==> src/rtl/sram_bus_ctrl.sv <==
// Bus-side initiator for a single-port SRAM: arbitrates read/write request channels
// onto one SRAM port and returns responses, one transaction outstanding at a time.
module sram_bus_ctrl #(
   parameter int unsigned addr_width = 8,
   parameter logic [31:0] base_addr  = 32'h0000_0000
) (
   input  logic                  clock,
   input  logic                  reset,

   input  logic                  rreq_valid,
   output logic                  rreq_ready,
   input  logic [31:0]           rreq_addr,
   output logic                  rresp_valid,
   input  logic                  rresp_ready,
   output logic [31:0]           rresp_data,
   output logic                  rresp_err,

   input  logic                  wreq_valid,
   output logic                  wreq_ready,
   input  logic [31:0]           wreq_addr,
   input  logic [31:0]           wreq_data,
   input  logic [3:0]            wreq_strobe,
   output logic                  wresp_valid,
   input  logic                  wresp_ready,
   output logic                  wresp_err,

   output logic                  sram_en,
   output logic                  sram_wen,
   output logic [3:0]            sram_wmask,
   output logic [addr_width-1:0] sram_addr,
   output logic [31:0]           sram_din,
   input  logic [31:0]           sram_dout
);

   // Handshake rule on every channel: a beat transfers on the rising clock edge
   // where valid && ready; a valid beat holds its payload stable until then.

   localparam int unsigned TagLsb = addr_width + 2;

   typedef enum logic [1:0] {
      IDLE    = 2'd0,
      RD_RESP = 2'd1,
      WR_RESP = 2'd2
   } state_e;

   typedef enum logic {
      GRANT_READ  = 1'b0,
      GRANT_WRITE = 1'b1
   } grant_e;

   state_e state_q;
   grant_e last_grant_q;
   logic   rresp_valid_q;
   logic   wresp_valid_q;
   logic   rresp_err_q;
   logic   wresp_err_q;

   logic   rd_grant;
   logic   wr_grant;
   logic   rd_acc;
   logic   wr_acc;
   logic   rd_in_win;
   logic   wr_in_win;
   logic   can_accept;

   assign rd_in_win = (rreq_addr[31:TagLsb] == base_addr[31:TagLsb]);
   assign wr_in_win = (wreq_addr[31:TagLsb] == base_addr[31:TagLsb]);

   // On contention the channel not served last time wins.
   assign rd_grant = rreq_valid && (!wreq_valid || (last_grant_q == GRANT_WRITE));
   assign wr_grant = wreq_valid && (!rreq_valid || (last_grant_q == GRANT_READ));

   // Reset gates the readies so nothing can be accepted (or reach the SRAM) while it is low.
   assign can_accept = reset && (state_q == IDLE);
   assign rreq_ready = can_accept && rd_grant;
   assign wreq_ready = can_accept && wr_grant;
   assign rd_acc     = rreq_valid && rreq_ready;
   assign wr_acc     = wreq_valid && wreq_ready;

   always_ff @(posedge clock or negedge reset) begin
      if (!reset) begin
         state_q       <= IDLE;
         last_grant_q  <= GRANT_WRITE;
         rresp_valid_q <= 1'b0;
         wresp_valid_q <= 1'b0;
         rresp_err_q   <= 1'b0;
         wresp_err_q   <= 1'b0;
      end else begin
         case (state_q)
            IDLE: begin
               if (rd_acc) begin
                  state_q       <= RD_RESP;
                  last_grant_q  <= GRANT_READ;
                  rresp_valid_q <= 1'b1;
                  rresp_err_q   <= !rd_in_win;
               end else if (wr_acc) begin
                  state_q       <= WR_RESP;
                  last_grant_q  <= GRANT_WRITE;
                  wresp_valid_q <= 1'b1;
                  wresp_err_q   <= !wr_in_win;
               end
            end
            RD_RESP: begin
               if (rresp_ready) begin
                  state_q       <= IDLE;
                  rresp_valid_q <= 1'b0;
                  rresp_err_q   <= 1'b0;
               end
            end
            WR_RESP: begin
               if (wresp_ready) begin
                  state_q       <= IDLE;
                  wresp_valid_q <= 1'b0;
                  wresp_err_q   <= 1'b0;
               end
            end
            default: begin
               state_q       <= IDLE;
               rresp_valid_q <= 1'b0;
               wresp_valid_q <= 1'b0;
               rresp_err_q   <= 1'b0;
               wresp_err_q   <= 1'b0;
            end
         endcase
      end
   end

   assign rresp_valid = rresp_valid_q;
   assign rresp_err   = rresp_err_q;
   assign wresp_valid = wresp_valid_q;
   assign wresp_err   = wresp_err_q;

   // sram_dout stays put during RD_RESP since no further read is issued until the handshake.
   assign rresp_data = (rresp_valid_q && !rresp_err_q) ? sram_dout : 32'h0;

   always_comb begin
      sram_en    = 1'b0;
      sram_wen   = 1'b0;
      sram_wmask = 4'h0;
      sram_addr  = '0;
      sram_din   = 32'h0;
      if (rd_acc && rd_in_win) begin
         sram_en   = 1'b1;
         sram_addr = rreq_addr[TagLsb-1:2];
      end else if (wr_acc && wr_in_win) begin
         sram_en    = 1'b1;
         sram_wen   = 1'b1;
         sram_wmask = wreq_strobe;
         sram_addr  = wreq_addr[TagLsb-1:2];
         sram_din   = wreq_data;
      end
   end

endmodule

==> config.mk <==
export PLATFORM = sky130hd
export DESIGN_NAME = sram_bus_ctrl
export DESIGN_NICKNAME = d
export VERILOG_FILES = /design/src/rtl/sram_bus_ctrl.sv
export SDC_FILE = /design/constraint.sdc
export NUM_CORES = 1
export LEC_CHECK = 0
export ABC_CLOCK_PERIOD_IN_PS = 2800
export CORE_ASPECT_RATIO = 0.7
export CORE_MARGIN = 2
export CORE_UTILIZATION = 21
export CTS_CLUSTER_DIAMETER = 200
export CTS_CLUSTER_SIZE = 20
export DETAILED_ROUTE_END_ITERATION = 8
export GPL_TIMING_DRIVEN = 1
export PLACE_DENSITY_LB_ADDON = 0.08
export SYNTH_ARGS = -nofsm -noshare
export SYNTH_HDL_FRONTEND = slang
export SYNTH_SLANG_ARGS = --single-unit
==> constraint.sdc <==
create_clock -name clock -period 2.8 [get_ports clock]
set_input_delay 0.56 -clock clock [delete_from_list [all_inputs] [get_ports clock]]
set_output_delay 0.56 -clock clock [all_outputs]
set_load 0.02 [all_outputs]
## Yosys cells after proc, flatten, opt, wreduce, memory -nomap -nowiden

Cells that the tools add are included.

| cells by class | value |
|---|---|
| shifts and indexed selects | 0 |
| mux-type cells | 28 |
| $add $sub $neg | 0 |
| div/mod/pow operators | 0 |
| magnitude comparators | 0 |
| multiply operators | 0 |
| reductions and logical operators | 25 |
| bitwise logic cells | 3 |
| eq/ne operators | 8 |

Operator list:

| operator | number |
|---|---|
| $mux 32 | 3 |
| $logic_not 22->1 | 2 |
| $mux 8 | 2 |
| $mux 1 | 12 |
| $pmux 1 s3 | 4 |
| $logic_and 1x1->1 | 10 |
| $ne 2x2->1 const B | 5 |
| $mux 2 | 4 |
| $mux 4 | 2 |
| $pmux 2 s3 | 1 |
| $reduce_and 3->1 | 2 |
| $logic_not 1->1 | 5 |
| $reduce_and 4->1 | 1 |
| $ne 3x3->1 const B | 1 |
| $not 1->1 | 3 |
| $eq 2x1->1 const B | 1 |
| $eq 2x2->1 const B | 1 |
| $logic_not 2->1 | 1 |
| $logic_or 1x1->1 | 2 |
| $reduce_and 2->1 | 1 |
| $reduce_bool 2->1 | 1 |

| storage, ports and cells | value |
|---|---|
| bits in writable memories | 0 |
| word-level logic and storage cells | 70 |
| memories | 0 |
| register bits after elaboration | 7 |
| bits of input ports | 138 |
| output and inout port bits | 84 |
| bits in latches | 0 |
| ROM bits | 0 |

## Longest topological paths before layout

Gate-level depths: netlist of the first run.

| depth | value |
|---|---|
| depth in word-level cells | 8 |
| depth in mapped cells | 6 |
| depth with buffers taken out | 4 |

## Worst setup path after synthesis of the first run

Ideal clock, no wire load.

| timing | value |
|---|---|
| path kind | input port to output port |
| from | input port rreq_addr[16] |
| to | output port sram_addr[0] |
| path buffers | 1 |
| cell stages on the path | 4 |
| arrival | 2.296 ns |
| slack | -0.056 ns |
| required time | 2.240 ns |
| cell sequence | or4_1 > buf_2 > or4b_1 > o32ai_1 |

| on the way | value |
|---|---|
| cells in the longest elaborated chain, start to end | 3 |

RTL lines:

| element | RTL line | source |
|---|---|---|
| start: declaration | 12 | `input logic [31:0] rreq_addr,` |
| $logic_not 22->1 | 66 | `assign rd_in_win = (rreq_addr[31:TagLsb] == base_addr[31:TagLsb]);` |
| $logic_and 1x1->1 | 142 | `if (rd_acc && rd_in_win) begin` |
| $mux 8 | 142 |  |
| end: declaration | 30 | `output logic [addr_width-1:0] sram_addr,` |

No other way between the ends.

## Final worst setup path of the first run

| timing | value |
|---|---|
| from | input port rreq_addr[25] |
| to | output port sram_addr[0] |

The elaborated chain is that of the path after synthesis.

==> summary.txt, run 1 <==
top_reg_cell synth: dfrtp_1
Clock Sinks: 7
P_leak: 1.664 nW
filler instances: 527
Critical Path Start: rreq_addr[25]
std cell rows: 23
ANT nets after route: 0
Hold Path Class: input port to async pin
Total Power: 1.386 mW
Worst-path clk slew: 0.04 ns
Yosys cell types: 28
met1 WL: 3106 um
share of layout cells above drive strength 1: 25.17%
post-detail-place hpwl: 6067 um
YS warnings: 0
status: complete, but fails checks
average wire per standard cell: 14.82 um
CTS Buffer Depth: 2
PD cells: 366.7 nW/um^2
Detailed Route WL: 7647 um
R2R depth: 7
Via-to-Cell Ratio: 4.630
largest net degree at the start of global routing: 48
Detailed Routing Iterations Pass 1: 4
CTS tree: yes
Die Area: 6702 um^2
final setup vio count: 4
Seq/Total Area, Yosys: 13.88%
post-synthesis cell count: 203
CP Data Required Time: 2.24 ns
CTS H-tree lvls: 1
synthesized area: 1271 um^2
min Tclk post-route: 2.823 ns
Peak Freq: 354.3 MHz
Max Cap Violations: 0
Crit Reg-Reg Startpoint: state_q[0]
total CTS buffers: 3
Iter 0 DRT Violations: 40
worst skew pair latency: 0.23 ns
DRC: 0
GPL Wtd Cong: 0.8584
Slew Limit Headroom: 77.39%
placed cell area: 3735 um^2
Root Buffer: clkbuf_8
Setup crit end kind: primary output
clock skew: 0.005402 ns
area growth from synthesis to layout: 197.2%
first-pass GRT wire length: 11,520 um
global route overflow: 0
met2 wire length: 3910 um
EDFF count, synth: 0
Synth async-reset ratio: 100.0%
final hold vios: 0
R2R setup slack: 1.24 ns
register area: 176.4 um^2
Max Used Layer: met4
DIE HEIGHT: 69.10 um
VDD IR-drop max: 192.4 uV
Synthesized Nets: 341
critical path start-end classification: input port to primary output
GRT Util Overall: 20.53%
flop and latch count out of synthesis: 7
fin worst setup slack: -0.02286 ns
Worst Path Arrival: 2.26 ns
max-slew violations: 0
met3 WL: 513 um
crit-path max FO: 5
initial antenna violation count: 0
syn_area_per_cell: 6.262 um^2
Setup crit end: sram_addr[0]
fin area: 3779 um^2
violated checks: negative setup slack
die width: 97.00 um
IO Port Bufs: 217
core area: 5784 um^2
detailed-route via count: 2,389
Top Ports: 222
ANT cells: 0
initial core utilization: 21.98%
Startpoint Class: input port
final worst path period share: 100.8%
Nets: 580
vias in the first global route: 2,277
area of the multi-input gates: 1056 um^2
FF-to-FF End: wresp_err
Least-Margin Pin Slew: 0.3357 ns
## per-stage QoR
step | setup WS [ns] | setup TNS, ns | hold WS, ns | utilization [%] | cells
2_1_floorplan | 0.1049 | 0 | 0.2644 | - | 203
3_3_place_gp | -0.8145 | -26.15 | 0.4642 | 64.57 | 502
3_5_place_dp | -0.8300 | -25.67 | 0.4831 | 64.57 | 502
4_1_cts | -0.002340 | -0.004164 | 0.3713 | 63.36 | 512
5_1_grt | -0.1108 | -0.7074 | 0.4039 | 65.33 | 516
6_report | -0.02286 | -0.04809 | 0.3886 | 65.33 | 516
## registers in the layout, indices dropped and copies added (netlist names)
register      cells
state_q           2
last_grant_q      1
rresp_err         1
rresp_valid       1
wresp_err         1
wresp_valid       1
## power breakdown
group	internal [mW]	switching, mW	total, mW
clock network	0.0962	0.0428	0.139
logic	0.576	0.481	1.06
registers	0.152	0.0374	0.189
total	0.824	0.562	1.39
## timing repair
item	4_1_cts	5_1_grt
buffers inserted	3	4
setup endpoints to repair	48	46
gates resized for setup	256	19
pin swaps	5	10
hold buffers	0	0
cloned	3	0
## routing by layer
metal  vias up  GRT usage (%)
met1      1085          24.71
met2       109          37.65
li1       1183              -
met3        12          5.274
met4         0          2.817
met5         -              0
## Yosys cell counts (2+ instances only)
library cell   n  share of area, %
nor2_1         3              0.89
and2_1        32                16
or4b_1         8               6.3
buf_2          3               1.2
nand4_1       11               5.4
dfrtp_1        6                12
clkbuf_1      14               4.1
nor3b_1        9               5.3
inv_1         38                11
o32ai_1        9               6.2
nor4_1         8               3.9
nand2_1        8               2.4
nand2b_1       2              0.98
o21ai_0        2              0.79
nor3_1        37                15
## critical path, stage by stage
cell             delay (ns)
clkdlybuf4s50_1        0.43
nor4_2                 0.37
nand4_1                0.24
buf_6                  0.21
o32ai_2                0.26
buf_4                  0.19
## final cells by class
class / instances / share of cell area [%]
inverter: 38 / 3.775
clock inverter: 1 / 0.1325
tap: 75 / 2.483
multi-input combinational: 142 / 27.95
clock buffer: 3 / 1.093
timing repair buffer: 250 / 59.90
sequential: 7 / 4.669
## cell families after synthesis
logic type             Yosys count  synth area share, %
AND/OR/NAND/NOR                124                59.15
buffers and inverters           55                16.54
flip-flops                       7                13.88
AO/OA/AOI/OAI                   17                10.43
## placed cells by master (no fill, tap or decap), drive strengths merged
cell	n
and4	1
nand2b	2
nor4	9
dfrtp	6
nand4	11
clkdlybuf4s50	158
clkinv	1
a21boi	1
dfstp	1
nor3	37
a21oi	1
inv	38
clkdlybuf4s15	2
a32oi	1
o21a	1
o21ai	2
a31oi	1
or4b	8
dlygate4sd2	6
nor3b	9
clkbuf	4
nand2	8
a2bb2oi	1
o32ai	9
or3	1
nor2	3
and2	32
nor2b	1
buf	80
or4	2
nand3	1
dlymetal6s2s	3
## worst min path at each step
stage / to / cells after the start / slack, ns
CTS: rresp_valid / 2 / 0.37
floorplan: rresp_err / 0 / 0.26
global placement: wresp_valid / 2 / 0.46
global route: rresp_valid / 2 / 0.40
detailed placement: wresp_valid / 2 / 0.48
finish: state_q[0] / 2 / 0.39
Note: power is estimated with default switching activity, not from simulation.
==> run 2: changes to the inputs <==
--- a/config.mk
+++ b/config.mk
@@ -14,6 +14,7 @@
 export DETAILED_ROUTE_END_ITERATION = 8
 export GPL_TIMING_DRIVEN = 1
 export PLACE_DENSITY_LB_ADDON = 0.08
+export RECOVER_POWER = 100
 export SYNTH_ARGS = -nofsm -noshare
 export SYNTH_HDL_FRONTEND = slang
 export SYNTH_SLANG_ARGS = --single-unit
==> run 2 against run 1 <==
Compared with the run above:
- the flow still finishes with violations (negative setup slack)
- power shrank 1.0%
- register-to-register slack is essentially flat
- final area is 0.53% lower
- first-iteration DRC count is 5.0% lower
- worst setup slack about the same
- sequential share of layout area barely moved
- core utilization is 0.35 points lower
- fmax hardly changed
- routed wire length down 0.25%
- clock-buffer cell count is the same
- worst hold slack better by 0.077 ns
- critical endpoint unchanged
- largest power group unchanged
- highest routed layer unchanged
==> summary.txt, run 2 (same netlist as run 1, synthesis figures left out) <==
status: complete, but fails checks (unchanged)
violated checks: negative setup slack (unchanged)
Worst-path clk slew: 0.04 ns (about the same)
global route overflow: 0 (unchanged)
Detailed Routing Iterations Pass 1: 4 (unchanged)
Setup crit end kind: primary output (unchanged)
total CTS buffers: 3 (unchanged)
DRC: 0 (unchanged)
setup TNS: -0.04716 ns (was -0.04809 ns)
worst skew pair latency: 0.23 ns (about the same)
VDD IR-drop max: 190.6 uV (was 192.4 uV)
critical path start-end classification: input port to primary output (unchanged)
Most flops, register: state_q (unchanged)
PD cells: 364.8 nW/um^2 (was 366.7 nW/um^2)
Die Area: 6702 um^2 (unchanged)
ANT nets after route: 0 (unchanged)
commonest cells after routing, fill and taps aside: 153 x clkdlybuf4s50_1, 38 x inv_1, 38 x buf_2, 34 x nor3_1 (was 158 x clkdlybuf4s50_1, 38 x inv_1, 38 x buf_2, 35 x buf_4, 34 x nor3_1)
share of layout cells above drive strength 1: 24.72% (was 25.17%)
final setup vio count: 3 (was 4)
Top Ports: 222 (unchanged)
Max Cap Violations: 0 (unchanged)
Detailed Route WL: 7628 um (was 7647 um)
CTS H-tree lvls: 1 (unchanged)
dpl ws: -0.8300 ns (unchanged)
CP Data Required Time: 2.24 ns (about the same)
CTS Buffer Depth: 2 (unchanged)
DIE HEIGHT: 69.10 um (unchanged)
Slew Limit Headroom: 74.53% (was 77.39%)
first-pass GRT wire length: 11,520 um (unchanged)
vias in the first global route: 2,277 (unchanged)
IO Port Bufs: 217 (unchanged)
area growth from synthesis to layout: 195.7% (was 197.2%)
max-slew violations: 0 (unchanged)
Via-to-Cell Ratio: 4.612 (was 4.630)
die width: 97.00 um (unchanged)
fin worst setup slack: -0.02262 ns (was -0.02286 ns)
final hold vios: 0 (unchanged)
Root Buffer: clkbuf_8 (unchanged)
average wire per standard cell: 14.78 um (was 14.82 um)
ANT cells: 0 (unchanged)
detailed-route via count: 2,380 (was 2,389)
Worst Path Arrival: 2.26 ns (about the same)
post-detail-place hpwl: 6067 um (unchanged)
Startpoint Class: input port (unchanged)
initial core utilization: 21.98% (unchanged)
Clock Sinks: 7 (unchanged)
initial antenna violation count: 0 (unchanged)
placed cells: 502 (unchanged)
fin util: 64.98% (was 65.33%)
largest net degree at the start of global routing: 48 (unchanged)
core area: 5784 um^2 (unchanged)
placed cell area: 3735 um^2 (unchanged)
GPL Wtd Cong: 0.8584 (unchanged)
clock skew: 0.005201 ns (was 0.005402 ns)
commonest non-fill, non-tap cell in the layout: clkdlybuf4s50_1 (unchanged)
Iter 0 DRT Violations: 38 (was 40)
filler instances: 529 (was 527)
GRT Util Overall: 20.53% (unchanged)
Peak Freq: 354.3 MHz (about the same)
crit-path max FO: 5 (unchanged)
std cell rows: 23 (unchanged)
min Tclk post-route: 2.823 ns (about the same)
Total Power: 1.371 mW (was 1.386 mW)
Least-Margin Pin Slew: 0.3820 ns (was 0.3357 ns)
max reg flops: 2 (unchanged)
CTS tree: yes (unchanged)
Hold Path Class: input port to async pin (unchanged)
Nets: 580 (unchanged)
P_leak: 1.650 nW (was 1.664 nW)
Final Non-Filler Cells: 516 (unchanged)
Hold Worst Slack: 0.4657 ns (was 0.3886 ns)
final worst path period share: 100.8% (about the same)
hold buffer count at cts: 0 (unchanged)
fin area: 3759 um^2 (was 3779 um^2)
run 2: changes by cell type in the layout (fill, tap and decap cells not counted), sizes merged:
cell / before / now
buf: 80 / 77
clkbuf: 4 / 7
clkdlybuf4s50: 158 / 153
dlygate4sd3: 0 / 5
run 2: critical path, cell delays in order:
cell and delay, ns:
clkdlybuf4s50_1 0.43, nor4_2 0.37, nand4_1 0.24, buf_6 0.21
o32ai_2 0.26, buf_4 0.19
run 2: routing by layer:
metal	routed length [um]	track usage (%)	vias to the layer above	part of all wire (%)
li1	-	-	1183	-
met1	3102	24.71	1078	41
met2	3900	37.65	107	51
met3	508	5.274	12	6.7
met4	117	2.817	0	1.5
met5	0	0	-	0
run 2: cell type report:
class	instances	area [um^2]	area share, %
flip-flops and latches	7	176.4	4.694
clock buffers	3	41.29	1.099
well taps	75	93.84	2.497
inverters	38	142.6	3.795
multi-input cells	142	1056	28.10
repair buffers	250	2243	59.69
clock inverters	1	5.005	0.1332
run 2: report_power, final:
part	switching, mW	internal, mW
Combinational	0.481	0.562
Clock	0.0427	0.0962
Sequential	0.0368	0.152
Total	0.561	0.810
run 2: path summary, 6_finish.rpt:
path	from	slack [ns]	to	depth (start not counted)
worst max-delay path	rreq_addr[25]	-0.02	sram_addr[0]	6
worst min-delay path	reset	0.47	state_q[0]	2
worst max register to register	state_q[0]	1.24	wresp_err	7
min in group clock	wresp_valid	0.47	wresp_valid	2
worst min register to register	wresp_valid	0.47	wresp_valid	2
max in group asynchronous	reset	2.02	last_grant_q	2
run 2: repair_timing:
action,4_1_cts,5_1_grt
buffers inserted,3,4
cloned,3,0
gates resized for setup,256,19
endpoints found under the setup margin,48,46
pin swaps,5,10
hold endpoints to repair,0,0
